[src/rtl/irl_pkg.sv]
// Shared definitions for the ingress rate limiter refill scheduler.
package irl_pkg;

  // Default widths for the limiter memories.
  localparam int IRL_DEPTH_NBITS   = 4;
  localparam int IRL_LIMITER_NBITS = 3;
  localparam int IRL_PROFILE_NBITS = 24;
  localparam int IRL_FILL_NBITS    = 8;
  localparam int IRL_CIR_TB_NBITS  = 12;
  localparam int IRL_EIR_TB_NBITS  = 12;
  localparam int IRL_INTV_NBITS    = 16;

  // Each memory access is split into an issue state and a wait-for-ack state.
  typedef enum logic [2:0] {
    S_IDLE    = 3'd0,
    S_RD_SRC  = 3'd1,
    S_WT_SRC  = 3'd2,
    S_RD_PROF = 3'd3,
    S_WT_PROF = 3'd4,
    S_RD_TB   = 3'd5,
    S_WT_TB   = 3'd6,
    S_WR_TB   = 3'd7
  } sched_state_e;

endpackage

[src/rtl/irl_refill_sched_sat_add.sv]
// Saturating token add: min(cur + inc, burst), never lowering a value
// that already sits above the burst cap.
module irl_tb_sat_add #(
  parameter int TOK_NBITS   = 12,
  parameter int INC_NBITS   = 12,
  parameter int BURST_NBITS = 12
) (
  input  logic [TOK_NBITS-1:0]   cur_i,
  input  logic [INC_NBITS-1:0]   inc_i,
  input  logic [BURST_NBITS-1:0] burst_i,
  output logic [TOK_NBITS-1:0]   res_o
);

  logic [TOK_NBITS-1:0] inc_w;
  logic [TOK_NBITS-1:0] burst_w;
  logic [TOK_NBITS:0]   sum_w;

  // Profile fields are fitted (zero-extend or truncate) to the token width.
  assign inc_w   = TOK_NBITS'(inc_i);
  assign burst_w = TOK_NBITS'(burst_i);
  assign sum_w   = {1'b0, cur_i} + {1'b0, inc_w};

  // Clamp the one-bit-wider sum to the burst cap; hold values already over it.
  always_comb begin
    res_o = cur_i;
    if (cur_i <= burst_w) begin
      res_o = (sum_w > {1'b0, burst_w}) ? burst_w : sum_w[TOK_NBITS-1:0];
    end
  end

endmodule

[src/rtl/irl_refill_sched.sv]
// Token-bucket refill scheduler: on each interval tick walks flows
// 0..cfg_last_flow and refills CIR/EIR tokens by read-modify-write,
// yielding the shared bucket ports to the packet path at all times.
module irl_refill_sched
  import irl_pkg::*;
#(
  parameter int DEPTH_NBITS   = IRL_DEPTH_NBITS,
  parameter int LIMITER_NBITS = IRL_LIMITER_NBITS,
  parameter int PROFILE_NBITS = IRL_PROFILE_NBITS,
  parameter int FILL_NBITS    = IRL_FILL_NBITS,
  parameter int CIR_TB_NBITS  = IRL_CIR_TB_NBITS,
  parameter int EIR_TB_NBITS  = IRL_EIR_TB_NBITS,
  parameter int INTV_NBITS    = IRL_INTV_NBITS
) (
  input  logic                                 clk,
  input  logic                                 rst_n,
  input  logic                                 cfg_en_i,
  input  logic [INTV_NBITS-1:0]                cfg_interval_i,
  input  logic [DEPTH_NBITS-1:0]               cfg_last_flow_i,
  input  logic                                 pkt_tb_rd_i,
  input  logic [DEPTH_NBITS-1:0]               pkt_tb_raddr_i,
  input  logic                                 pkt_tb_wr_i,
  input  logic [DEPTH_NBITS-1:0]               pkt_tb_waddr_i,
  input  logic [CIR_TB_NBITS+EIR_TB_NBITS-1:0] pkt_tb_wdata_i,
  output logic                                 fill_tb_src_rd_o,
  output logic [DEPTH_NBITS-1:0]               fill_tb_src_raddr_o,
  input  logic                                 fill_tb_src_ack_i,
  input  logic [FILL_NBITS-1:0]                fill_tb_src_rdata_i,
  output logic                                 limiting_profile_cir_rd_o,
  output logic [LIMITER_NBITS-1:0]             limiting_profile_cir_raddr_o,
  input  logic                                 limiting_profile_cir_ack_i,
  input  logic [PROFILE_NBITS-1:0]             limiting_profile_cir_rdata_i,
  output logic                                 limiting_profile_eir_rd_o,
  output logic [LIMITER_NBITS-1:0]             limiting_profile_eir_raddr_o,
  input  logic                                 limiting_profile_eir_ack_i,
  input  logic [PROFILE_NBITS-1:0]             limiting_profile_eir_rdata_i,
  output logic                                 token_bucket_rd_o,
  output logic [DEPTH_NBITS-1:0]               token_bucket_raddr_o,
  input  logic                                 token_bucket_ack_i,
  input  logic [CIR_TB_NBITS+EIR_TB_NBITS-1:0] token_bucket_rdata_i,
  output logic                                 token_bucket_wr_o,
  output logic [DEPTH_NBITS-1:0]               token_bucket_waddr_o,
  output logic [CIR_TB_NBITS+EIR_TB_NBITS-1:0] token_bucket_wdata_o,
  output logic                                 busy_o,
  output logic                                 pass_done_o,
  output logic                                 overrun_o
);

  localparam int TB_NBITS    = CIR_TB_NBITS + EIR_TB_NBITS;
  localparam int INC_NBITS   = PROFILE_NBITS / 2;
  localparam int BURST_NBITS = PROFILE_NBITS - INC_NBITS;

  sched_state_e             state_q, state_d;
  logic [DEPTH_NBITS-1:0]   flow_q, flow_d;
  logic [LIMITER_NBITS-1:0] lim_q, lim_d;
  logic [PROFILE_NBITS-1:0] cir_prof_q, cir_prof_d, eir_prof_q, eir_prof_d;
  logic                     cir_seen_q, cir_seen_d, eir_seen_q, eir_seen_d;
  logic [TB_NBITS-1:0]      tb_data_q, tb_data_d;
  logic                     hazard_q, hazard_d;
  logic                     pass_done_q, pass_done_d;
  logic                     owner_q;
  logic [INTV_NBITS-1:0]    cnt_q;
  logic                     overrun_q;

  logic                     tick;
  logic                     pkt_hit;
  logic                     sched_rd;
  logic                     sched_wr;
  logic [CIR_TB_NBITS-1:0]  new_cir;
  logic [EIR_TB_NBITS-1:0]  new_eir;
  logic                     unused_src_bits;

  // Only the limiter id bits of the source word are meaningful.
  assign unused_src_bits = ^fill_tb_src_rdata_i;

  assign tick     = cfg_en_i && (cnt_q == cfg_interval_i);
  assign busy_o   = (state_q != S_IDLE);
  assign pkt_hit  = pkt_tb_wr_i && (pkt_tb_waddr_i == flow_q);
  assign sched_rd = (state_q == S_RD_TB) && !pkt_tb_rd_i;
  assign sched_wr = (state_q == S_WR_TB) && !pkt_tb_wr_i;

  irl_tb_sat_add #(
    .TOK_NBITS(CIR_TB_NBITS), .INC_NBITS(INC_NBITS), .BURST_NBITS(BURST_NBITS)
  ) u_cir_add (
    .cur_i  (tb_data_q[TB_NBITS-1:EIR_TB_NBITS]),
    .inc_i  (cir_prof_q[INC_NBITS-1:0]),
    .burst_i(cir_prof_q[PROFILE_NBITS-1:INC_NBITS]),
    .res_o  (new_cir)
  );

  irl_tb_sat_add #(
    .TOK_NBITS(EIR_TB_NBITS), .INC_NBITS(INC_NBITS), .BURST_NBITS(BURST_NBITS)
  ) u_eir_add (
    .cur_i  (tb_data_q[EIR_TB_NBITS-1:0]),
    .inc_i  (eir_prof_q[INC_NBITS-1:0]),
    .burst_i(eir_prof_q[PROFILE_NBITS-1:INC_NBITS]),
    .res_o  (new_eir)
  );

  // Interval counter and sticky overrun; both cleared while disabled.
  always_ff @(posedge clk or negedge rst_n) begin
    if (!rst_n) begin
      cnt_q     <= '0;
      overrun_q <= 1'b0;
    end else if (!cfg_en_i) begin
      cnt_q     <= '0;
      overrun_q <= 1'b0;
    end else begin
      cnt_q <= tick ? '0 : cnt_q + 1'b1;
      if (tick && busy_o) overrun_q <= 1'b1;
    end
  end

  // Scheduler state registers; owner_q marks a bucket read issued by us last cycle.
  always_ff @(posedge clk or negedge rst_n) begin
    if (!rst_n) begin
      state_q     <= S_IDLE;
      flow_q      <= '0;
      lim_q       <= '0;
      cir_prof_q  <= '0;
      eir_prof_q  <= '0;
      cir_seen_q  <= 1'b0;
      eir_seen_q  <= 1'b0;
      tb_data_q   <= '0;
      hazard_q    <= 1'b0;
      pass_done_q <= 1'b0;
      owner_q     <= 1'b0;
    end else begin
      state_q     <= state_d;
      flow_q      <= flow_d;
      lim_q       <= lim_d;
      cir_prof_q  <= cir_prof_d;
      eir_prof_q  <= eir_prof_d;
      cir_seen_q  <= cir_seen_d;
      eir_seen_q  <= eir_seen_d;
      tb_data_q   <= tb_data_d;
      hazard_q    <= hazard_d;
      pass_done_q <= pass_done_d;
      owner_q     <= sched_rd;
    end
  end

  // Next-state logic. Disabling aborts before the bucket read returns;
  // once bucket data is in hand the write is allowed to finish.
  always_comb begin
    state_d     = state_q;
    flow_d      = flow_q;
    lim_d       = lim_q;
    cir_prof_d  = cir_prof_q;
    eir_prof_d  = eir_prof_q;
    cir_seen_d  = cir_seen_q;
    eir_seen_d  = eir_seen_q;
    tb_data_d   = tb_data_q;
    hazard_d    = hazard_q;
    pass_done_d = 1'b0;
    case (state_q)
      S_IDLE: begin
        if (tick) begin
          flow_d  = '0;
          state_d = S_RD_SRC;
        end
      end
      S_RD_SRC: state_d = cfg_en_i ? S_WT_SRC : S_IDLE;
      S_WT_SRC: begin
        if (!cfg_en_i) begin
          state_d = S_IDLE;
        end else if (fill_tb_src_ack_i) begin
          lim_d   = fill_tb_src_rdata_i[LIMITER_NBITS-1:0];
          state_d = S_RD_PROF;
        end
      end
      S_RD_PROF: begin
        cir_seen_d = 1'b0;
        eir_seen_d = 1'b0;
        state_d    = cfg_en_i ? S_WT_PROF : S_IDLE;
      end
      S_WT_PROF: begin
        if (limiting_profile_cir_ack_i) begin
          cir_seen_d = 1'b1;
          cir_prof_d = limiting_profile_cir_rdata_i;
        end
        if (limiting_profile_eir_ack_i) begin
          eir_seen_d = 1'b1;
          eir_prof_d = limiting_profile_eir_rdata_i;
        end
        if (!cfg_en_i) begin
          state_d = S_IDLE;
        end else if ((cir_seen_q || limiting_profile_cir_ack_i) &&
                     (eir_seen_q || limiting_profile_eir_ack_i)) begin
          state_d = S_RD_TB;
        end
      end
      S_RD_TB: begin
        if (!cfg_en_i) begin
          state_d = S_IDLE;
        end else if (!pkt_tb_rd_i) begin
          hazard_d = pkt_hit;
          state_d  = S_WT_TB;
        end
      end
      S_WT_TB: begin
        if (token_bucket_ack_i && owner_q && !(hazard_q || pkt_hit)) begin
          tb_data_d = token_bucket_rdata_i;
          state_d   = S_WR_TB;
        end else begin
          // Stale data or missing ack: read the bucket again.
          state_d = cfg_en_i ? S_RD_TB : S_IDLE;
        end
      end
      S_WR_TB: begin
        if (pkt_tb_wr_i) begin
          if (pkt_hit) state_d = cfg_en_i ? S_RD_TB : S_IDLE;
        end else if (!cfg_en_i) begin
          state_d = S_IDLE;
        end else if (flow_q == cfg_last_flow_i) begin
          pass_done_d = 1'b1;
          state_d     = S_IDLE;
        end else begin
          flow_d  = flow_q + 1'b1;
          state_d = S_RD_SRC;
        end
      end
      default: state_d = S_IDLE;
    endcase
  end

  assign fill_tb_src_rd_o             = (state_q == S_RD_SRC);
  assign fill_tb_src_raddr_o          = flow_q;
  assign limiting_profile_cir_rd_o    = (state_q == S_RD_PROF);
  assign limiting_profile_cir_raddr_o = lim_q;
  assign limiting_profile_eir_rd_o    = (state_q == S_RD_PROF);
  assign limiting_profile_eir_raddr_o = lim_q;
  assign pass_done_o                  = pass_done_q;
  assign overrun_o                    = overrun_q;

  // Bucket port mux: packet path passes straight through, scheduler fills idle slots.
  always_comb begin
    token_bucket_rd_o    = 1'b0;
    token_bucket_raddr_o = '0;
    token_bucket_wr_o    = 1'b0;
    token_bucket_waddr_o = '0;
    token_bucket_wdata_o = '0;
    if (rst_n) begin
      if (pkt_tb_rd_i) begin
        token_bucket_rd_o    = 1'b1;
        token_bucket_raddr_o = pkt_tb_raddr_i;
      end else if (sched_rd) begin
        token_bucket_rd_o    = 1'b1;
        token_bucket_raddr_o = flow_q;
      end
      if (pkt_tb_wr_i) begin
        token_bucket_wr_o    = 1'b1;
        token_bucket_waddr_o = pkt_tb_waddr_i;
        token_bucket_wdata_o = pkt_tb_wdata_i;
      end else if (sched_wr) begin
        token_bucket_wr_o    = 1'b1;
        token_bucket_waddr_o = flow_q;
        token_bucket_wdata_o = {new_cir, new_eir};
      end
    end
  end

endmodule

[config.mk]
export PLATFORM = sky130hd
export DESIGN_NAME = irl_refill_sched
export DESIGN_NICKNAME = d
export VERILOG_FILES = /design/src/rtl/irl_pkg.sv /design/src/rtl/irl_refill_sched_sat_add.sv /design/src/rtl/irl_refill_sched.sv
export SDC_FILE = /design/constraint.sdc
export NUM_CORES = 1
export LEC_CHECK = 0
export ABC_CLOCK_PERIOD_IN_PS = 4000
export BUFFER_PORTS_ARGS = -buffer_cell sky130_fd_sc_hd__buf_2
export CAP_MARGIN = 5
export CORE_MARGIN = 5
export CORE_UTILIZATION = 49
export CTS_CLUSTER_DIAMETER = 200
export DETAILED_ROUTE_END_ITERATION = 10
export GPL_ROUTABILITY_DRIVEN = 0
export MAX_ROUTING_LAYER = met4
export PLACE_DENSITY = 0.85
export SETUP_SLACK_MARGIN = 0.2
export SYNTH_ARGS = -nofsm -noshare
export SYNTH_HDL_FRONTEND = slang
export SYNTH_SLANG_ARGS = --single-unit
[constraint.sdc]
create_clock -name clk -period 4 [get_ports clk]
set_input_delay 0.8 -clock clk [delete_from_list [all_inputs] [get_ports clk]]
set_output_delay 0.8 -clock clk [all_outputs]
set_load 0.1 [all_outputs]
==> results.md, run 1 <==
* Status: finished with violations
* Failing checks: negative setup slack
* Synthesized Nets at 1,017
* Fill count at 993
* DR pass1 iterations at 5
* I/O Pins at roughly 190
* Largest net degree at the start of global routing at 55
* GRT Overall Usage at 0.288
* Vias at approximately 7,600
* Hpwl dp at between 15,000 and 20,000 um
* Die area at 17,900 um2
* Worst slack at placement at -638 ps
* Clock root cell: clkbuf_16
* Post-Synthesis Cells at 800
* PD cells at approximately 660 nW/um2
* Top cells by area, synth: dfrtp_1 35%, ha_1 12%, mux2_2 4.1%, xor2_1 4.0%, o21ai_0 3.7%
* Top-area cell type share of the netlist area at 0.347
* Sink Count at between 100 and 150
* Sequential share of power at 0.225
* Clk_skew at 9.12 ps
* Core Rows at 45
* Gr ovfl total at 0
* Crit path top cell by count: ha_1
* Endpoint type of the worst setup path: output pin
* HP Class: primary input to asynchronous set/reset pin
* Psw at 3310 uW
* Core Box Area at 15,100 um2
* Worst slew pin tran at 1320 ps
* Ys flop type: dfrtp_1
* Min Tclk post-route at 5010 ps
* Post-Route WL at 25,400 um
* DRT antenna net count at 0
* LEAKAGE at 0.00522 uW
* Cell taking the most area after synthesis: dfrtp_1
* Crit Path Class: register to output pin
* Post-synthesis cell type count at 68
* Die Height at 134 um
* CTS tree: yes
* CP cell instances: ha_1 -> a21oi_2 -> o211ai_1 -> or4_4 -> a21oi_4 -> xnor2_2 -> ha_1 -> nand3_2 -> a211oi_2 -> nor3b_2 -> o32ai_4 -> buf_4 -> buf_16 -> mux2i_4 -> o21ai_4 -> buf_12
* Final Hold Viols at 0
* Max incr delay on CP at 480 ps
* H-tree lvl count at 3
* Clock power share at 0.125
* Clk buf depth at 2
* Setup ws final at -1010 ps
* Vias per inst at 5.99
* Internal Power at 3870 uW
* # hold bufs at CTS at 0
* CP Data Required Time at about 3200 ps
* Port bufs at 185
* Commonest cells in the netlist: 104 x dfrtp_1, 74 x ha_1, 66 x nand2_1, 56 x o21ai_0, 44 x nor2_1
* Initial antenna violation count at 1
* Clk pin slew, worst setup/hold paths at 80 ps
* Area Overhead vs Synth at 45.0%
* Synth Register Bits at about 100
* Initial Util at 0.497
* Initial drt markers at 616
* EDFF count, synth at 0
* VDD IR-drop max at 0.841 mV
* Sw Ratio at 0.461
* Fin nets at ~1,300
* Layout cells sized above 1 at 0.411
* Avg Inst Size Synth at 9.37 um2
* Final Setup Violations at 24
* First-pass GRT wire length at 40,100 um
* Slew Limit Fails at 0
* DRC viols at 0
* Clk_lat worst skew at 370 ps
* Slew headroom at 0.123
* Maxcap violations at 0
* Netlist Area Pre-Place at 7500 um2
* Vias in the first global route at 8,069
* Avg WL per Cell at between 15 and 20 um
* Tcrit/Tclk final at 1.25
* Ys async rst share at 1.00
* Combinational share of power at 0.650
* Yosys warnings at 0
* Fmax at ~200 MHz
* CTS buffer count at 9
* Crit-path max FO at 6
* Post-synthesis sequential area ratio at 0.347
* Arrival time at the worst endpoint at 4210 ps
* Setup crit start kind: register
* Worst path slowest cell: or4_4
* Post-layout util at 0.720
* Cell with the most instances after synthesis: dfrtp_1
* RSZ-0062 raised after global routing: true
* Die X-Extent at between 100 and 150 um
-- layout make-up --
cell class	instances	area (um2)	share of cell area
inverters	43	161	0.0148
flip-flops and latches	104	2600	0.239
clock buffers	9	225	0.0207
well taps	188	235	0.0216
diodes	1	2.50	0.000230
repair buffers	302	2220	0.204
clock inverters	7	62.6	0.00575
multi-input cells	617	5360	0.493
-- cell usage in the layout, fill, tap and decap left out, types with 8 or more instances in the layout --
master | synthesis | layout
nand3_1 | 19 | 14
nor3_1 | 9 | 8
xnor2_1 | 17 | 15
mux2_2 | 27 | 27
a22oi_1 | 26 | 26
clkbuf_16 | 0 | 9
a21oi_1 | 34 | 27
nor2_1 | 44 | 43
and2_1 | 9 | 9
buf_12 | 1 | 25
inv_1 | 43 | 41
o21ai_0 | 56 | 55
ha_1 | 74 | 65
nand4_1 | 15 | 15
xor2_1 | 34 | 34
dfrtp_1 | 104 | 104
nand2_1 | 66 | 66
buf_4 | 5 | 112
o21a_1 | 8 | 8
o21ai_4 | 0 | 21
buf_2 | 6 | 160
o21ai_1 | 30 | 9
mux2_1 | 21 | 21
nor2b_1 | 10 | 10
mux2i_4 | 0 | 21
-- final timing paths --
| kind | from | endpoint | slack [ps] | cells past startpoint |
|---|---|---|---|---|
| max | tb_data_q[13] | token_bucket_wdata_o[14] | -1010 | 16 |
| min in group clk | eir_seen_q | eir_seen_q | 490 | 1 |
| max in group asynchronous | rst_n | cir_prof_q[21] | 2720 | 2 |
| min reg2reg | eir_seen_q | eir_seen_q | 490 | 1 |
| max reg2reg | state_q[2] | cir_prof_q[1] | 1490 | 5 |
| min | rst_n | cir_seen_q | 280 | 1 |
-- state kept, by name, indices dropped and copies added, names as in the netlist --
name                          flops
cnt_q                            16
cir_prof_q                       24
state_q                           3
pass_done_o                       1
tb_data_q                        24
owner_q                           1
fill_tb_src_raddr_o               4
eir_prof_q                       24
hazard_q                          1
overrun_o                         1
eir_seen_q                        1
limiting_profile_cir_raddr_o      3
cir_seen_q                        1
-- cells by family after synthesis --
group | after synthesis | share of synthesized area
and+or+nand+nor | 212 | 0.140
AOI/OAI and AO/OA | 207 | 0.177
DFF | 104 | 0.347
buffers and inverters | 79 | 0.0452
adders and majority gates | 76 | 0.129
muxes | 71 | 0.103
xor gates and xnor gates | 51 | 0.0596
-- routing by layer --
metal | up-vias | global-route usage | wire length [um]
met5 | - | - | 0
met4 | 0 | 0.139 | 1200
met3 | 96 | 0.0555 | 1590
met2 | 362 | 0.483 | 12800
met1 | 3712 | 0.331 | 9750
li1 | 3437 | - | -
-- power by group through the flow --
stage	registers, uW	clock network (uW)	logic (uW)
finish	1620	901	4670
CTS	1610	900	4460
global route	1650	946	4950
global placement	1560	0	3650
floorplan	1660	0	2600
detailed placement	1580	0	3780
-- critical path, delay by kind of cell, from the launching register on --
family / cells / cell delay, ps
buffers and inverters: 3 / 520
adder cells (fa/ha/maj): 2 / 640
AND/OR/NAND/NOR: 3 / 720
flip-flops: 1 / 430
multiplexers: 1 / 270
XOR/XNOR: 1 / 110
AO/OA/AOI/OAI: 6 / 1160
-- stage by stage --
stage                     area [um2]  std cells  setup TNS, ps  hold WS, ps  power [uW]
final                          10900       1271         -22780          280        7180
after floorplan                 7940        800         -10160          450        4260
after detailed placement       10100       1240         -12560          468        5360
after global placement         10100       1240         -11040          465        5200
after CTS                      10800       1267         -19580          287        6960
after global routing           10900       1271         -26020          291        7550
-- what timing repair did --
action | in CTS | in global routing
resized for setup | 57 | 7
setup buffers | 10 | 3
gates cloned | 1 | 0
setup endpoints to repair | 24 | 24
pin swaps | 25 | 14
(Power assumes the default switching activity.)
==> run 2: changes to the inputs <==
Settings changed: CORE_ASPECT_RATIO from default to 2, CORE_UTILIZATION 49 to 45, PLACE_DENSITY 0.85 to 0.79.
==> run 2 against run 1 <==
Net effect: power rose by 1.6%; the flow still finishes with violations (negative setup slack); sequential share of layout area fell by 0.58 points; final cell count rose by 2.4%; clock power fell by 3.4%; routed wire length rose by 4.6%; flip-flop and latch count did not move.
==> results.md, run 2 (same netlist as run 1, synthesis figures left out) <==
* Status: finished with violations
* Failing checks: negative setup slack
* Clk pin slew, worst setup/hold paths at 70 ps
* Footprint of the multi-input gates at ~5500 um2
* Clock root cell: clkbuf_16
* Die area at 19,500 um2
* Min Tclk post-route at slightly above 5000 ps
* Core Box Area at 16,400 um2
* Vias per inst at 5.74
* PD cells at 655 nW/um2
* DRT antenna net count at 0
* Slew headroom at 0.228
* First-pass GRT wire length at around 41,000 um
* Tcrit/Tclk final at 1.27
* Setup crit start kind: register
* Sequential share of power at 0.219
* Final TNS setup at -22,700 ps
* Port bufs at roughly 190
* Initial Util at 0.459
* Psw at 3330 uW
* Crit-path max FO at 8
* Sw Ratio at 0.457
* Clk_skew at 8.35 ps
* Endpoint type of the worst setup path: output pin
* Clk buf depth at 2
* DRC viols at 0
* Worst setup path startpoint: eir_prof_q[4]
* CTS buffer count at 9
* Post-Route WL at 26,500 um
* Hpwl dp at 19,700 um
* HP Class: register to register
* # hold bufs at CTS at 0
* Worst slack at placement at -713 ps
* Largest regs: cir_prof_q (24), eir_prof_q (24), tb_data_q (24)
* Internal Power at 3960 uW
* Clk_lat worst skew at 350 ps
* Origin of the worst min-delay path: eir_seen_q
* Post-route design area at 11,100 um2
* Final Hold Viols at 0
* Core Rows at 66
* LEAKAGE at 0.00530 uW
* Combinational share of power at 0.661
* Fmax at 197 MHz
* Largest net degree at the start of global routing at 59
* Worst r2r src: state_q[2]
* Maxcap violations at 0
* Vias at 7,479
* Final Setup Violations at 24
* Commonest cells after routing, fill and taps aside: 160 x buf_2, 129 x buf_4, 104 x dfrtp_1
* Setup ws final at -1070 ps
* Arrival time at the worst endpoint at 4270 ps
* Initial drt markers at 284
* Post-place instance area at 10,100 um2
* Area Overhead vs Synth at 48.5%
* Layout cells sized above 1 at 0.429
* Die X-Extent at 101 um
* Fin nets at 1,310
* Power, Total at 7300 uW
* DR pass1 iterations at 8
* Sink Count at between 100 and 150
* GRT Overall Usage at 0.279
* Slew Limit Fails at 0
* VDD IR-drop max at 0.423 mV
* Fill count at about 1,200
* Initial antenna violation count at 2
* Register area at 2600 um2
* Avg WL per Cell at 20.4 um
* Gr ovfl total at 0
* Worst slew pin tran at between 1000 and 1500 ps
* Clock power share at 0.119
* Die Height at 193 um
* Crit Path Class: register to output pin
* Vias in the first global route at 7,915
* CP Data Required Time at between 3000 and 4000 ps
* CTS tree: yes
* I/O Pins at 191
* H-tree lvl count at 3
* Most common cell after layout, fill and taps aside: buf_2
* RSZ-0062 raised after global routing: true
## run 2: metrics by stage
stage / utilization / std cells / hold WS (ps)
2_1_floorplan: - / 800 / 450
3_3_place_gp: 0.618 / 1255 / 461
3_5_place_dp: 0.618 / 1255 / 472
4_1_cts: 0.670 / 1294 / 488
5_1_grt: 0.681 / 1302 / 505
6_report: 0.681 / 1302 / 483
## run 2: area by class of cell
class | count | share of cell area
Inverter | 43 | 0.0145
Tap cell | 204 | 0.0229
Clock buffer | 11 | 0.0227
Multi-Input combinational cell | 617 | 0.493
Sequential cell | 104 | 0.234
Timing Repair Buffer | 318 | 0.210
Clock inverter | 3 | 0.00236
Antenna cell | 2 | 0.000449
## run 2: what timing repair did
action                                  CTS  global route
resized for setup                        61            18
setup buffers                            24             6
endpoints found under the setup margin   24            24
hold endpoints to repair                  0             0
cloned                                    1             0
pin swaps                                25            16
## run 2: worst max-delay path: stages, from the launching register on
cell	delay, ps
dfrtp_1	390
ha_1	210
or3_1	430
a2bb2oi_1	180
and2_1	200
a21oi_1	210
xnor2_1	200
ha_1	320
a211oi_2	330
nand2_2	110
nor3_2	180
a21oi_2	90
a21oi_4	330
buf_12	210
mux2i_4	260
o21ai_4	70
buf_12	180
## run 2: worst paths after layout
path                                                 to  slack, ps  cells past startpoint
worst max-delay path            token_bucket_wdata_o[1]      -1070                     16
worst min-delay path                         eir_seen_q        480                      1
worst max register to register           eir_prof_q[16]       1590                      5
worst min register to register               eir_seen_q        480                      1
max in group asynchronous                      cnt_q[2]       2870                      2
min in group asynchronous                eir_prof_q[11]        600                      2
## run 2: power groups by stage
stage | Clock, uW | Sequential (uW) | Combinational [uW]
3_5_place_dp | 0 | 1570 | 3880
6_report | 870 | 1600 | 4830
5_1_grt | 928 | 1630 | 5160
4_1_cts | 883 | 1590 | 4550
2_1_floorplan | 0 | 1660 | 2600
3_3_place_gp | 0 | 1550 | 3760
## run 2: routing by layer
layer  global-route usage  part of all wire  routed length (um)  vias to the layer above
met5                    -                 0                   0                        -
met4                0.159             0.066                1760                        0
met3               0.0286             0.037                 990                      103
met2                0.519              0.57               15100                      262
met1                0.273              0.33                8710                     3636
li1                     -                 -                   -                     3478
==> run 3: changes to the inputs <==
Settings changed: MAX_ROUTING_LAYER met4 to default.
==> run 3 against run 2 <==
Net effect: the flow still finishes with violations (negative setup slack); sequential share of layout area down 0.10 points; largest cell class unchanged; largest power group unchanged; non-clock buffer count up 3; flip-flop and latch count unchanged; critical path type unchanged.
==> results.md, run 3 (same netlist as run 1, synthesis figures left out) <==
* First-pass GRT wire length at 40,500 um
* Failing checks: negative setup slack
* Clk_skew at 8.98 ps
* Clk buf depth at 2
* Clock root cell: clkbuf_16
* Die Height at 193 um
* Sink Count at 104
* Crit-path max FO at 8
* Clk_lat worst skew at about 360 ps
* H-tree lvl count at 3
* Crit Path Class: register to output pin
* Die X-Extent at 101 um
* Post-Route WL at 27,100 um
* Arrival time at the worst endpoint at approximately 4300 ps
* I/O Pins at between 150 and 200
* Initial antenna violation count at 2
* Hpwl dp at 19,700 um
* DRT antenna net count at 0
* Initial Util at 0.459
* Tcrit/Tclk final at 1.27
* Most common cell after layout, fill and taps aside: buf_2
* Area Overhead vs Synth at 49.2%
* Core Box Area at 16,400 um2
* Vias in the first global route at between 7,000 and 8,000
* Port bufs at 185
* Die area at 19,500 um2
* Initial drt markers at approximately 350
* Final Setup Violations at 24
* Placed insts at between 1,000 and 1,500
* DR pass1 iterations at 5
* Fmax at 197 MHz
* Fin nets at 1,313
* Vias per inst at between 5 and 6
* Min Tclk post-route at approximately 5000 ps
* Fill count at ~1,200
* Commonest cells after routing, fill and taps aside: 160 x buf_2, 130 x buf_4, 104 x dfrtp_1
* Final Hold Viols at 0
* RSZ-0062 raised after global routing: true
* Avg WL per Cell at 20.7 um
* Non-filler cells, final at about 1,300
* Worst slew pin tran at 1140 ps
* Largest regs: cir_prof_q (24), eir_prof_q (24), tb_data_q (24)
* Setup crit start kind: register
* Endpoint type of the worst setup path: output pin
* CP Data Required Time at 3200 ps
* Worst hold slack at 483 ps
* GRT Overall Usage at 0.271
* Power, Total at 7360 uW
* Status: finished with violations
* Setup ws final at -1070 ps
* Clk pin slew, worst setup/hold paths at 70 ps
* Largest net degree at the start of global routing at 59
* LEAKAGE at around 0.0053 uW
* CTS tree: yes
* PD cells at approximately 660 nW/um2
* Vias at 7,531
* Layout cells sized above 1 at 0.431
* Gr ovfl total at 0
* HP Class: register to register
* Core Rows at 66
* Slew Limit Fails at 0
* # hold bufs at CTS at 0
* VDD IR-drop max at 0.423 mV
* DRC viols at 0
* Maxcap violations at 0
* Slew headroom at 0.241
* CTS buffer count at 9
## run 3: cell count changes in the layout (fill, tap and decap cells not counted), sizes merged
cell / before / now
diode: 2 / 1
buf: 318 / 321
## run 3: routing by layer
layer / share of wire / GRT usage / wire, um / up-vias
li1: - / - / - / 3476
met1: 0.32 / 0.270 / 8740 / 3659
met2: 0.57 / 0.520 / 15400 / 291
met3: 0.042 / 0.0322 / 1150 / 103
met4: 0.064 / 0.159 / 1730 / 2
met5: 0.00044 / 0 / 12 / -
## run 3: cell type report
cell class                 instances  area [um2]  share of cell area
inverter                          43         161              0.0144
sequential                       104        2600               0.233
tap                              204         255              0.0228
multi-input combinational        617        5520               0.493
clock inverter                     3        26.3             0.00235
clock buffer                      11         253              0.0226
antenna                            1        2.50            0.000224
timing repair buffer             321        2370               0.212
## run 3: timing repair
item | 4_1_cts | 5_1_grt
pin swaps | 25 | 21
buffers inserted | 24 | 9
gates resized for setup | 61 | 23
endpoints found under the setup margin | 24 | 24
gates cloned | 1 | 0
## run 3: worst paths after layout
| kind | startpoint | to | slack (ps) | cells past startpoint |
|---|---|---|---|---|
| setup reg to reg | state_q[2] | eir_prof_q[16] | 1580 | 5 |
| setup / recovery | eir_prof_q[4] | token_bucket_wdata_o[1] | -1070 | 16 |
| hold reg to reg | eir_seen_q | eir_seen_q | 480 | 1 |
| max in group asynchronous | rst_n | cnt_q[2] | 2870 | 2 |
| min in group asynchronous | rst_n | eir_prof_q[11] | 600 | 2 |
| hold / removal | eir_seen_q | eir_seen_q | 480 | 1 |
## run 3: per-stage QoR
stage	setup TNS, ps	instance area, um2	worst slack [ps]	util
2_1_floorplan	-10160	7940	-1370	-
3_3_place_gp	-12110	10100	-607	0.618
4_1_cts	-20980	11000	-982	0.670
6_report	-22690	11200	-1070	0.684
3_5_place_dp	-14550	10100	-713	0.618
5_1_grt	-26170	11200	-1210	0.684
## run 3: power breakdown
| part | leakage (uW) | total, uW | switching (uW) | internal [uW] |
|---|---|---|---|---|
| clock | 0.000138 | 869 | 413 | 456 |
| sequential | 0.00132 | 1600 | 267 | 1330 |
| combinational | 0.00386 | 4890 | 2690 | 2200 |
| total | 0.00532 | 7360 | 3370 | 3990 |
## run 3: worst max-delay path, stage by stage, from the launching register on
cell	delay (ps)
dfrtp_1	390
ha_1	210
or3_1	430
a2bb2oi_1	180
and2_1	190
a21oi_1	210
xnor2_1	200
ha_1	320
a211oi_2	330
nand2_2	120
nor3_2	190
a21oi_2	90
a21oi_4	330
buf_12	210
mux2i_4	260
o21ai_4	80
buf_12	180
